<file path="src/rtl/line_beat_serializer.sv">
// line_beat_serializer
//   Captures one cache line from the L2 way-select mux and returns it toward L1
//   as beatSize-wide beats over valid/ready handshakes. A new line can be
//   accepted on the last beat of the current one, so lines stream without bubbles.
//   Optional feature macro: CRITICAL_WORD_FIRST_EN. When defined, each burst starts
//   at line_offset and wraps. When undefined, line_offset is ignored and every
//   burst runs 0..beats-1.
//   beats (lineSize/beatSize) must be a power of two and at least 2.
module line_beat_serializer #(
    parameter  int lineSize = 512,
    parameter  int beatSize = 64,
    localparam int beats    = lineSize / beatSize,
    localparam int idxBits  = $clog2(beats)
) (
    input  logic                clk,
    input  logic                rst_n,
    input  logic                line_valid,
    output logic                line_ready,
    input  logic [lineSize-1:0] line_in,
    input  logic [idxBits-1:0]  line_offset,
    output logic                beat_valid,
    input  logic                beat_ready,
    output logic [beatSize-1:0] beat_data,
    output logic [idxBits-1:0]  beat_index,
    output logic                beat_last,
    output logic                busy
);

    typedef enum logic {IDLE, SEND} state_t;

    state_t                         state;
    state_t                         state_nxt;
    logic [beats-1:0][beatSize-1:0] line_reg;
    logic [idxBits-1:0]             count;
    logic [idxBits-1:0]             start;
    logic                           ready_en;
    logic                           accept;
    logic                           xfer;

`ifdef CRITICAL_WORD_FIRST_EN
    assign start = line_offset;
`else
    logic unused_offset;
    assign start         = '0;
    assign unused_offset = ^line_offset;
`endif

    assign xfer       = beat_valid & beat_ready;
    assign line_ready = ready_en & ((state == IDLE) | ((state == SEND) & beat_last & beat_ready));
    assign accept     = line_valid & line_ready;
    assign beat_data  = line_reg[beat_index];

    // Keep line_ready low during reset and until the first clock after release.
    always_ff @(posedge clk or negedge rst_n) begin
        // NOTE: all clocked state uses non-blocking assignments so every register
        // samples the pre-edge values, independent of block ordering.
        if (!rst_n) ready_en <= 1'b0;
        else        ready_en <= 1'b1;
    end

    // State register.
    always_ff @(posedge clk or negedge rst_n) begin
        if (!rst_n) state <= IDLE;
        else        state <= state_nxt;
    end

    // Next state: leave SEND only when the last beat goes out and no line replaces it.
    always_comb begin
        // NOTE: default first, so no path through the case leaves state_nxt unassigned (no latch).
        state_nxt = state;
        case (state)
            IDLE:    if (accept) state_nxt = SEND;
            SEND:    if (xfer && beat_last) state_nxt = accept ? SEND : IDLE;
            default: state_nxt = IDLE;
        endcase
    end

    // Outputs derived from registered state only.
    always_comb begin
        busy       = (state == SEND);
        beat_valid = (state == SEND);
        beat_last  = (state == SEND) && (count == idxBits'(beats - 1));
    end

    // Line capture and beat sequencing; a capture overrides the final beat's advance.
    always_ff @(posedge clk or negedge rst_n) begin
        if (!rst_n) begin
            // NOTE: the line register is reset so beat_data reads zero out of reset
            // and a line interrupted by reset can never reappear.
            line_reg   <= '0;
            beat_index <= '0;
            count      <= '0;
        end else if (accept) begin
            line_reg   <= line_in;
            beat_index <= start;
            count      <= '0;
        end else if (xfer) begin
            beat_index <= beat_index + 1'b1;
            count      <= count + 1'b1;
        end
    end

endmodule

</file>
<file path="config.mk">
export PLATFORM = sky130hd
export DESIGN_NAME = line_beat_serializer
export DESIGN_NICKNAME = d
export VERILOG_FILES = /design/src/rtl/line_beat_serializer.sv
export SDC_FILE = /design/constraint.sdc
export NUM_CORES = 1
export LEC_CHECK = 0
export CELL_PAD_IN_SITES_DETAIL_PLACEMENT = 0
export CELL_PAD_IN_SITES_GLOBAL_PLACEMENT = 1
export CORE_ASPECT_RATIO = 0.9
export CORE_MARGIN = 3
export CORE_UTILIZATION = 41
export DETAILED_ROUTE_END_ITERATION = 8
export PLACE_DENSITY_LB_ADDON = 0.1
export SKIP_CTS_REPAIR_TIMING = 1
export SLEW_MARGIN = 10
export SYNTH_ARGS = -nofsm -noshare
export SYNTH_HDL_FRONTEND = slang
export SYNTH_SLANG_ARGS = --single-unit
</file>
<file path="constraint.sdc">
create_clock -name clk -period 2.1 [get_ports clk]
set_input_delay 0.42 -clock clk [delete_from_list [all_inputs] [get_ports clk]]
set_output_delay 0.42 -clock clk [all_outputs]
set_load 0.02 [all_outputs]
</file>
== Yosys cells after proc, flatten, opt, wreduce, memory -nomap -nowiden ==
Index checks and enable logic that the tools add are counted.

* $lt $le $gt $ge: 1
* Equal/unequal tests: 1
* Reductions and logical operators: 3
* Add/subtract/negate cells: 2
* Bitwise operators: 7
* Mux-type cells: 9

{| class="wikitable"
|+ Operators by type and width
! cell !! count
|-
| 64-bit binary-select mux with 3-bit select || 1
|-
| 64-bit 2-to-1 mux || 1
|-
| 3-bit 2-to-1 mux || 4
|-
| 3-bit by 1-bit adder with 3-bit output (second input constant) || 2
|-
| 1-bit AND || 5
|-
| 3-bit by 4-bit < comparator with 1-bit output (second input constant) || 1
|-
| 3-bit == test (second input constant) || 1
|-
| 1-bit logical AND || 2
|-
| 1-bit 2-to-1 mux || 2
|-
| 1-bit case mux with 2 select lines || 1
|-
| 2-bit nonzero test || 1
|-
| 1-bit NOT || 1
|-
| 1-bit OR || 1
|}

* Word-level logic and storage cells: 35
* Bits of input ports: 519
* Register bits: 520

== Depth between registers and ports, before layout ==
* Depth in word-level cells: 10
* Depth in mapped cells: 8

== Worst setup path before layout ==
OpenSTA, ideal clock, no wires.

* Path type: register -> output
* Start: register beat_index[0]
* End: output port beat_data[0]
* Arrival time: 1.825 ns
* Cell stages (with the launch flop): 5
* Buffers on the path: 2
* Slack: -0.145 ns
* Required time: 1.680 ns
* Path through: dfrtp_1 buf_2 buf_2 mux4_2 mux2_2

* Word-level cells in the longest chain between the ends: 2

{| class="wikitable"
|+ Ends and longest elaborated chain
! element !! line !! source
|-
| from (decl) || 24 || <nowiki>output logic [idxBits-1:0] beat_index,</nowiki>
|-
| from (signal assigned) || 95 || <nowiki>beat_index <= start;</nowiki>
|-
| from (signal assigned) || 98 || <nowiki>beat_index <= beat_index + 1'b1;</nowiki>
|-
| 64-bit binary-select mux with 3-bit select || 51 || <nowiki>assign beat_data = line_reg[beat_index];</nowiki>
|-
| 64-bit 2-to-1 mux (implied by the code) || 51 ||
|-
| to (decl) || 23 || <nowiki>output logic [beatSize-1:0] beat_data,</nowiki>
|}

No other way between the ends. The select of a mux whose other input is x is not followed.

== Worst setup path in the final report ==
* Start: register beat_index[0]
* End: output port beat_data[33]

Same word-level chain as after synthesis.

==> impl_metrics.yaml <==
synth:
  netlist_area_um2: 23500
  synth_area_leaders: "dfrtp_1, mux2_2, mux4_2"
  synth.avg_cell_area_um2: 17.4
  synth.yosys.seq_area_share: 0.555
  ys_ff_latch: 520
  yosysUniqueCellTypes: 21
  synth_top_cell_by_area: "dfrtp_1"
  synth_top_area_frac: 0.555
  ys.warnings.count: 0
  synth_nets: 1866
  syn_inst: 1344
routing:
  first_pass_iters: 6
  vias: 14600
  viasPerCell: 5.12
  ant_nets: 0
  wl_per_cell_um: 24.4
  drc: 0
  totalWireLength_um: 69500
  drtIter0Drc: 684
critical_path:
  critPathMaxStageDelay_ps: 530
  crit_path_end_kind: "output port"
  cp-start-kind: "flop"
  path_max_fanout: 13
  crit_required_ps: 1680
  arrival_ps: 2460
  cpMaxStageDelayCell: "mux4_2"
  path_buf_inv: 3
  r2r_setup_slack_ps: 50
  critPathKind: "flop to output port"
  path_cells: "buf_12, buf_12, mux4_2, mux2_2, dlymetal6s2s_1"
  critPathTopFamily: "multiplexers"
  crit_top_cell: "buf_12"
placement:
  place_hpwl_um: 50700
  io_buffers: 586
  gp_congestion: 0.827
  dp_slack_ps: -577
power_and_ir_drop:
  p_leak_nw: 14.3
  vdd_ir_drop_max_mv: 0.965
  combPwrFrac: 0.442
  p_switching_mw: 15.1
  seqPwrFrac: 0.357
  p_clk_frac: 0.201
  internal_power_mw: 34.0
  totalPowerFinal_mw: 49.1
  p_per_area_nw_per_um2: 1470
  switching_share: 0.307
sta:
  fmax_mhz: 347
  drv_slew: 0
  period_needed_ps: 2880
  fin_setup_tns_ps: -44970
  clock_skew_ps: 5.78
  rsz0062_at_grt: "true"
  finalHoldViolCount: 0
  finalCritPeriodShare: 1.37
  setup_violations: 65
  layout_setup_ws_ps: -784
floorplanning:
  rows: 82
  io_pins: 590
  die_x_um: 258
  core_area_um2: 56100
  start_util: 0.418
  die_area_um2: 60100
  die_h_um: 233
global_routing:
  grt_pass1_vias: 16100
  grt_max_degree: 76
  grt_use_met3: 0.0630
  grt_use_met2: 0.366
  antenna_found_initial: 34
  grt_first_pass_wirelength_um: 101000
  overflow: 0
  grt-busiest-layer: "met2"
  track_usage: 0.224
  grtUsageMet1: 0.287
cts:
  insertion_delay_ps: 590
  cts_buffers: 56
  max-clock-path-buffers: 3
  cts_tree: "yes"
  cts_num_sinks: 520
  clk_pin_slew_worst_paths_ps: 60
  clockRootBuffer: "clkbuf_16"
  htreeDepth: 2
final_layout:
  largest_reg_flops: 512
  layout_commonest_cell: "dfrtp_1"
  n_fill_cell: 4358
  multi_input_area_um2: 9990
  syn_to_final_growth_pct: 42.5
  seqCellArea_um2: 13000
  final_cell_mix: "dfrtp_1, clkdlybuf4s50_1, mux2_2"
  nets: 2543
  final_layout_size_suffix_gt1_frac: 0.477
status:
  status: "complete, but fails checks"
  violations: "setup timing"
run:
  cap_violations: 0
min_path:
  hold_class: "input pin to async pin"
==> worst reg2reg max path: stages, from the launching register on <==
cell and delay (ps):
dfrtp_1 350, ha_2 190, ha_4 140, a21boi_4 60, buf_6 120, nor2_4 100, buf_12 150, buf_16 220
buf_12 240, mux2_2 370
==> worst paths after layout <==
path | endpoint | start | cells after the start
max in group asynchronous | line_reg[17] | rst_n | 4
worst min-delay path | line_reg[251] | rst_n | 2
worst max-delay path | beat_data[33] | beat_index[0] | 5
worst min register to register | line_reg[138] | line_reg[138] | 1
min in group clk | line_reg[270] | line_in[270] | 2
worst max register to register | line_reg[187] | count[0] | 9
==> through the flow <==
step                instance area [um^2]   util  instances  hold slack, ps
floorplan                          23500      -       1344             124
global placement                   31100  0.554       2690             339
detailed placement                 31100  0.554       2690             340
CTS                                32900  0.587       2793            -310
global route                       33400  0.595       2840             311
finish                             33400  0.596       2845             309
==> final cells by class <==
cell class	instances	area share
flip-flops and latches	520	0.390
repair buffers	712	0.226
clock inverters	11	0.00247
clock buffers	92	0.0529
diodes	23	0.00172
well taps	756	0.0283
multi-input cells	731	0.299
==> cells by family after synthesis <==
kind of cell,after synthesis,share of synthesized area
AND/OR/NAND/NOR,16,0.00320
other,1,0.000160
adder cells (fa/ha/maj),3,0.00160
buffers and inverters,93,0.0225
AO/OA/AOI/OAI,4,0.00112
multiplexers,704,0.415
XOR/XNOR,3,0.00112
flip-flops,520,0.555
==> routing by layer <==
| layer | part of all wire | routed length (um) | vias to the layer above |
|---|---|---|---|
| met1 | 0.41 | 28200 | 7561 |
| li1 | - | - | 6442 |
| met5 | 0.0025 | 173 | - |
| met4 | 0.025 | 1740 | 24 |
| met2 | 0.50 | 34700 | 420 |
| met3 | 0.068 | 4730 | 115 |
==> power groups by stage <==
stage               Combinational, mW  Sequential, mW  Clock, mW
floorplan                        14.5            16.5          0
global placement                 21.6            17.6          0
detailed placement               21.9            17.7          0
CTS                              22.1            17.6       10.1
global route                     23.1            18.2       10.5
finish                           21.7            17.5       9.88
==> cell usage after synthesis, drive strengths merged <==
library cell  instances
mux2                576
dfrtp               520
mux4                128
buf                  78
clkbuf               15
nand2                 5
nand3                 4
nor2                  4
a21oi                 3
ha                    3
xor2                  3
a21boi                1
and2                  1
conb                  1
nand2b                1
nor2b                 1
Power figures use the tool's default switching activity.
==> RTL edit 1: new RTL, config.mk and constraints unchanged <==
Set the parameter `lineSize` to 256 (it was 512).
--- a/src/rtl/line_beat_serializer.sv
+++ b/src/rtl/line_beat_serializer.sv
@@ -8,5 +8,5 @@
 //   beats (lineSize/beatSize) must be a power of two and at least 2.
 module line_beat_serializer #(
-    parameter  int lineSize = 512,
+    parameter  int lineSize = 256,
     parameter  int beatSize = 64,
     localparam int beats    = lineSize / beatSize,
Ports: changed (resized beat_index, line_in and line_offset); port bits go from 590 to 332. No check against the original RTL was run, so the function may have changed too.
==> RTL edit 1 against the unedited design <==
- the flow still finishes with violations (negative setup slack)
- combinational power decreased by 35%
- total power decreased by 43%
- die area decreased by 47%
- utilization increased by 0.27 points
- sequential cell count decreased by 258
- critical path depth decreased by 1
- sequential power decreased by 48%
- setup slack improved by 0.46 ns
- non-clock buffer count decreased by 330
- area after synthesis decreased by 48%
- sequential share of layout area decreased by 1.2 points
- routed wire length decreased by 56%
- design area decreased by 48%
- critical endpoint is now beat_data[50]
- highest routed layer unchanged
==> RTL edit 1: results (changes against the unedited design) <==
Status
  • Violated checks: negative setup slack
  • Outcome: complete, but fails checks

Placement
  • DPL Wire Length: 21400 µm (-58%)
  • # placed instances: 1367 (-49%)
  • Post-Place Worst Slack: -0.1980 ns (+0.3794 ns)
  • Port Buf Inserts: 329 (-44%)
  • GPL Wtd Cong: 0.7798 (-5.7%)

Global route
  • Total GRT Usage: 0.1877 (-0.03626)
  • First-pass GRT wire length: 47130 µm (-53%)
  • Antenna violations before repair: 2 (-94%)

Routing
  • DR vias: 7020 (-52%)
  • DR vias/cell: 4.919 (-3.9%)
  • Average wire per standard cell: 21.42 µm (-12%)
  • Number of DRC markers in iteration 0: 231 (-66%)

Yosys
  • Top cells by count, synth: dfrtp_1 (262), mux2_4 (196), mux4_2 (64)
  • Syn_area_per_cell: 18.78 µm² (+7.6%)
  • Post-Syn Nets: 907 (-51%)
  • Synth area leaders: dfrtp_1 (54%), mux2_4 (24%), mux4_2 (12%)

Power
  • P_leak: 7.499 nW (-47%)
  • VDD IR-drop max: 883.4 µV (-8.5%)

STA
  • TNS Setup: -17.69 ns (+27.27 ns)
  • Worst setup margin: -0.3243 ns (+0.4593 ns)
  • Final-report setup violation count: 64 (-1.5%)
  • Layout Skew: 0.01035 ns (+0.004566 ns)

Finish
  • Filler cells: 2159 (-50%)
  • Max reg flops: 256 (-50%)
  • Nets: 1276 (-50%)

Clocking
  • CTS buffer count: 28 (-50%)

Worst setup path
  • WP data arrival: 2.00 ns (-0.46 ns)
## RTL edit 1: area by class of cell
cell class	count	area (µm²)	area share
tap	396	495.5	0.02854
clock buffer	43	858.3	0.04945
antenna	1	2.502	0.0001442
sequential	262	6561	0.3780
multi-input combinational	339	5181	0.2985
clock inverter	4	48.80	0.002811
timing repair buffer	382	4212	0.2426
## RTL edit 1: metal layers
metal,share of wire,vias up,GRT usage
met4,0.020,2,0.04568
li1,-,3116,-
met2,0.48,229,0.3040
met1,0.43,3635,0.2477
met3,0.074,38,0.06026
met5,0.00029,-,0
## RTL edit 1: logic make-up after synthesis
logic type | count (synthesis) | synth area share
compound gates | 2 | 0.001344
xor+xnor | 3 | 0.002173
fa+ha+maj | 1 | 0.001034
buf+inv | 43 | 0.02969
flops | 262 | 0.5420
mux | 320 | 0.4183
other cells | 1 | 0.0003100
simple gates | 12 | 0.005173
## RTL edit 1: worst max-delay path, delay by kind of cell (launching register included)
kind | cells | cell delay [ns]
muxes | 1 | 0.53
DFF | 1 | 0.49
buffers and inverters | 3 | 0.45
## RTL edit 1: metrics by stage
stage	utilization	hold WS, ns	instance area, µm²
floorplan	-	0.1244	12100
global placement	0.5573	0.3995	16170
detailed placement	0.5573	0.4109	16170
CTS	0.5886	-0.1602	17080
global route	0.5984	0.4648	17360
finish	0.5984	0.4345	17360
## RTL edit 1: where the power goes
part	leakage (nW)	switching (mW)	internal, mW
registers	3.14	1.41	7.61
logic	3.91	5.30	8.76
clock network	0.448	1.96	2.90
total	7.50	8.67	19.3
## RTL edit 1: worst paths after layout
path                               startpoint            end  slack [ns]  cells past startpoint
worst max-delay path            beat_index[0]  beat_data[50]       -0.32                      4
worst min-delay path                    rst_n   line_reg[11]        0.43                      2
worst max register to register       count[0]  line_reg[175]        0.24                      7
worst min register to register  line_reg[185]  line_reg[185]        0.50                      1
max in group asynchronous               rst_n  beat_index[0]        0.98                      3
min in group clk                 line_in[251]  line_reg[251]        0.50                      2
==> RTL edit 2: new RTL, same settings <==
Without the edit above. Reset style: synchronous (`rst_n`), changed in 3 clocked blocks.
--- a/src/rtl/line_beat_serializer.sv
+++ b/src/rtl/line_beat_serializer.sv
@@ -52,5 +52,5 @@
 
     // Keep line_ready low during reset and until the first clock after release.
-    always_ff @(posedge clk or negedge rst_n) begin
+    always_ff @(posedge clk) begin
         // NOTE: all clocked state uses non-blocking assignments so every register
         // samples the pre-edge values, independent of block ordering.
@@ -60,5 +60,5 @@
 
     // State register.
-    always_ff @(posedge clk or negedge rst_n) begin
+    always_ff @(posedge clk) begin
         if (!rst_n) state <= IDLE;
         else        state <= state_nxt;
@@ -84,5 +84,5 @@
 
     // Line capture and beat sequencing; a capture overrides the final beat's advance.
-    always_ff @(posedge clk or negedge rst_n) begin
+    always_ff @(posedge clk) begin
         if (!rst_n) begin
             // NOTE: the line register is reset so beat_data reads zero out of reset
Function: differs if rst_n is asserted again (counterexample within 4 cycles, from zero or initial values and one cycle with rst_n low); with rst_n held inactive, the same outputs for 4 cycles.
==> RTL edit 2 against the unedited design <==
- hold slack got worse by 0.11 ns
- design area grew 0.92%
- the flow still finishes with violations (negative setup slack)
- final cell count up 36%
- area after synthesis up 3.1%
- sequential cell count did not move
- largest cell class is now multi-input combinational cells
- routed wire length up 14%
- setup slack gained 0.14 ns
- sequential share of layout area fell by 8.1 points
Power is not compared: it rests on default switching activity, and its combinational part moved more than twofold at a synthesized area within 25%.
==> RTL edit 2: results (changes against the unedited design) <==
Status
  • Outcome: complete, but fails checks
  • Violated checks: negative setup slack

Placement
  • Area after DPL: 31260 µm² (+0.62%)
  • GPL Wtd Cong: 0.8468 (+2.5%)
  • Post-Place Worst Slack: -0.4388 ns (+0.1387 ns)
  • DPL Wire Length: 57360 µm (+13%)
  • # placed instances: 3720 (+38%)

Worst setup path
  • WP data arrival: 2.33 ns (-0.13 ns)
  • R2R Setup Slk: 0.18 ns (+0.13 ns)
  • R2R Path End: line_reg[190]
  • Path depth of the worst reg2reg path: 8 (-1)
  • CP Launch Point: beat_index[0]
  • CP Max Fanout: 7 (-6)
  • CP endpoint: beat_data[35]

Hold path
  • Worst min path class: input pin to flip-flop

Finish
  • Filler cells: 5046 (+16%)
  • Clk tree area frac: 0.05222 (-0.003136)
  • Register Area: 10420 µm² (-20%)
  • Seq cells: 520 (unchanged)
  • Layout cells sized above 1: 0.1578 (-0.3195)
  • Signal buffers: 725 (+1.8%)
  • Final core occ: 0.5843 (-0.01139)
  • Data buffer area share: 0.2283 (+0.001985)
  • Nets: 3578 (+41%)
  • Multi-input combinational gate total: 1755 (+140%)
  • N_diodes: 14 (-39%)

STA
  • TNS Setup: -37.31 ns (+7.659 ns)
  • Worst setup margin: -0.6468 ns (+0.1368 ns)
  • Final-report setup violation count: 64 (-1.5%)
  • Layout Skew: 0.008315 ns (+0.002532 ns)

Yosys
  • Synth Area in Compound Gates: 0.001604 (+0.0004834)
  • Asr flop ratio synth: 0 (-1.000)
  • Mux share of post-synthesis cell area: 0.3609 (-0.05460)
  • Post-Synth Adder-Cell Area: 0.001552 (-0.00004852)
  • Seq/Total Area, Yosys: 0.4304 (-0.1244)
  • Synth area leaders: dfxtp_1 (43%), mux2i_1 (21%), nand2_1 (16%)
  • Synth Instances: 2481 (+85%)

Global route
  • Antenna violations before repair: 18 (-47%)
  • Vias in the first global route: 19910 (+24%)
  • Pin count of the biggest net entering global routing: 112 (+47%)

Routing
  • DR pass1 iterations: 7 (+1)
  • Average wire per standard cell: 20.36 µm (-17%)

Clocking
  • CTS buffer count: 54 (-3.6%)
-- RTL edit 2: cell types whose count changed in the layout (fill, tap and decap cells not counted), moves of 13 or more --
cell	delta
buf_6	+13
dfxtp_1	+515
mux2_2	-422
nand2_1	+1024
dfrtp_1	-517
mux2i_1	+512
mux2_4	-90
-- RTL edit 2: logic make-up (layout without fill, tap and decap cells) --
kind of cell | Yosys count | count (layout)
and+or+nand+nor | 1039 | 1039
adders and majority gates | 3 | 3
AOI/OAI and AO/OA | 6 | 6
other | 0 | 14
muxes | 704 | 704
xor gates and xnor gates | 3 | 3
DFF | 520 | 520
buffers and inverters | 206 | 824
-- RTL edit 2: metal layers --
| metal | wire length [µm] | track usage | up-vias |
|---|---|---|---|
| li1 | - | - | 9523 |
| met4 | 2421 | 0.08886 | 8 |
| met1 | 33780 | 0.3046 | 9350 |
| met3 | 4327 | 0.04627 | 122 |
| met2 | 38380 | 0.4031 | 494 |
| met5 | 50 | 0 | - |
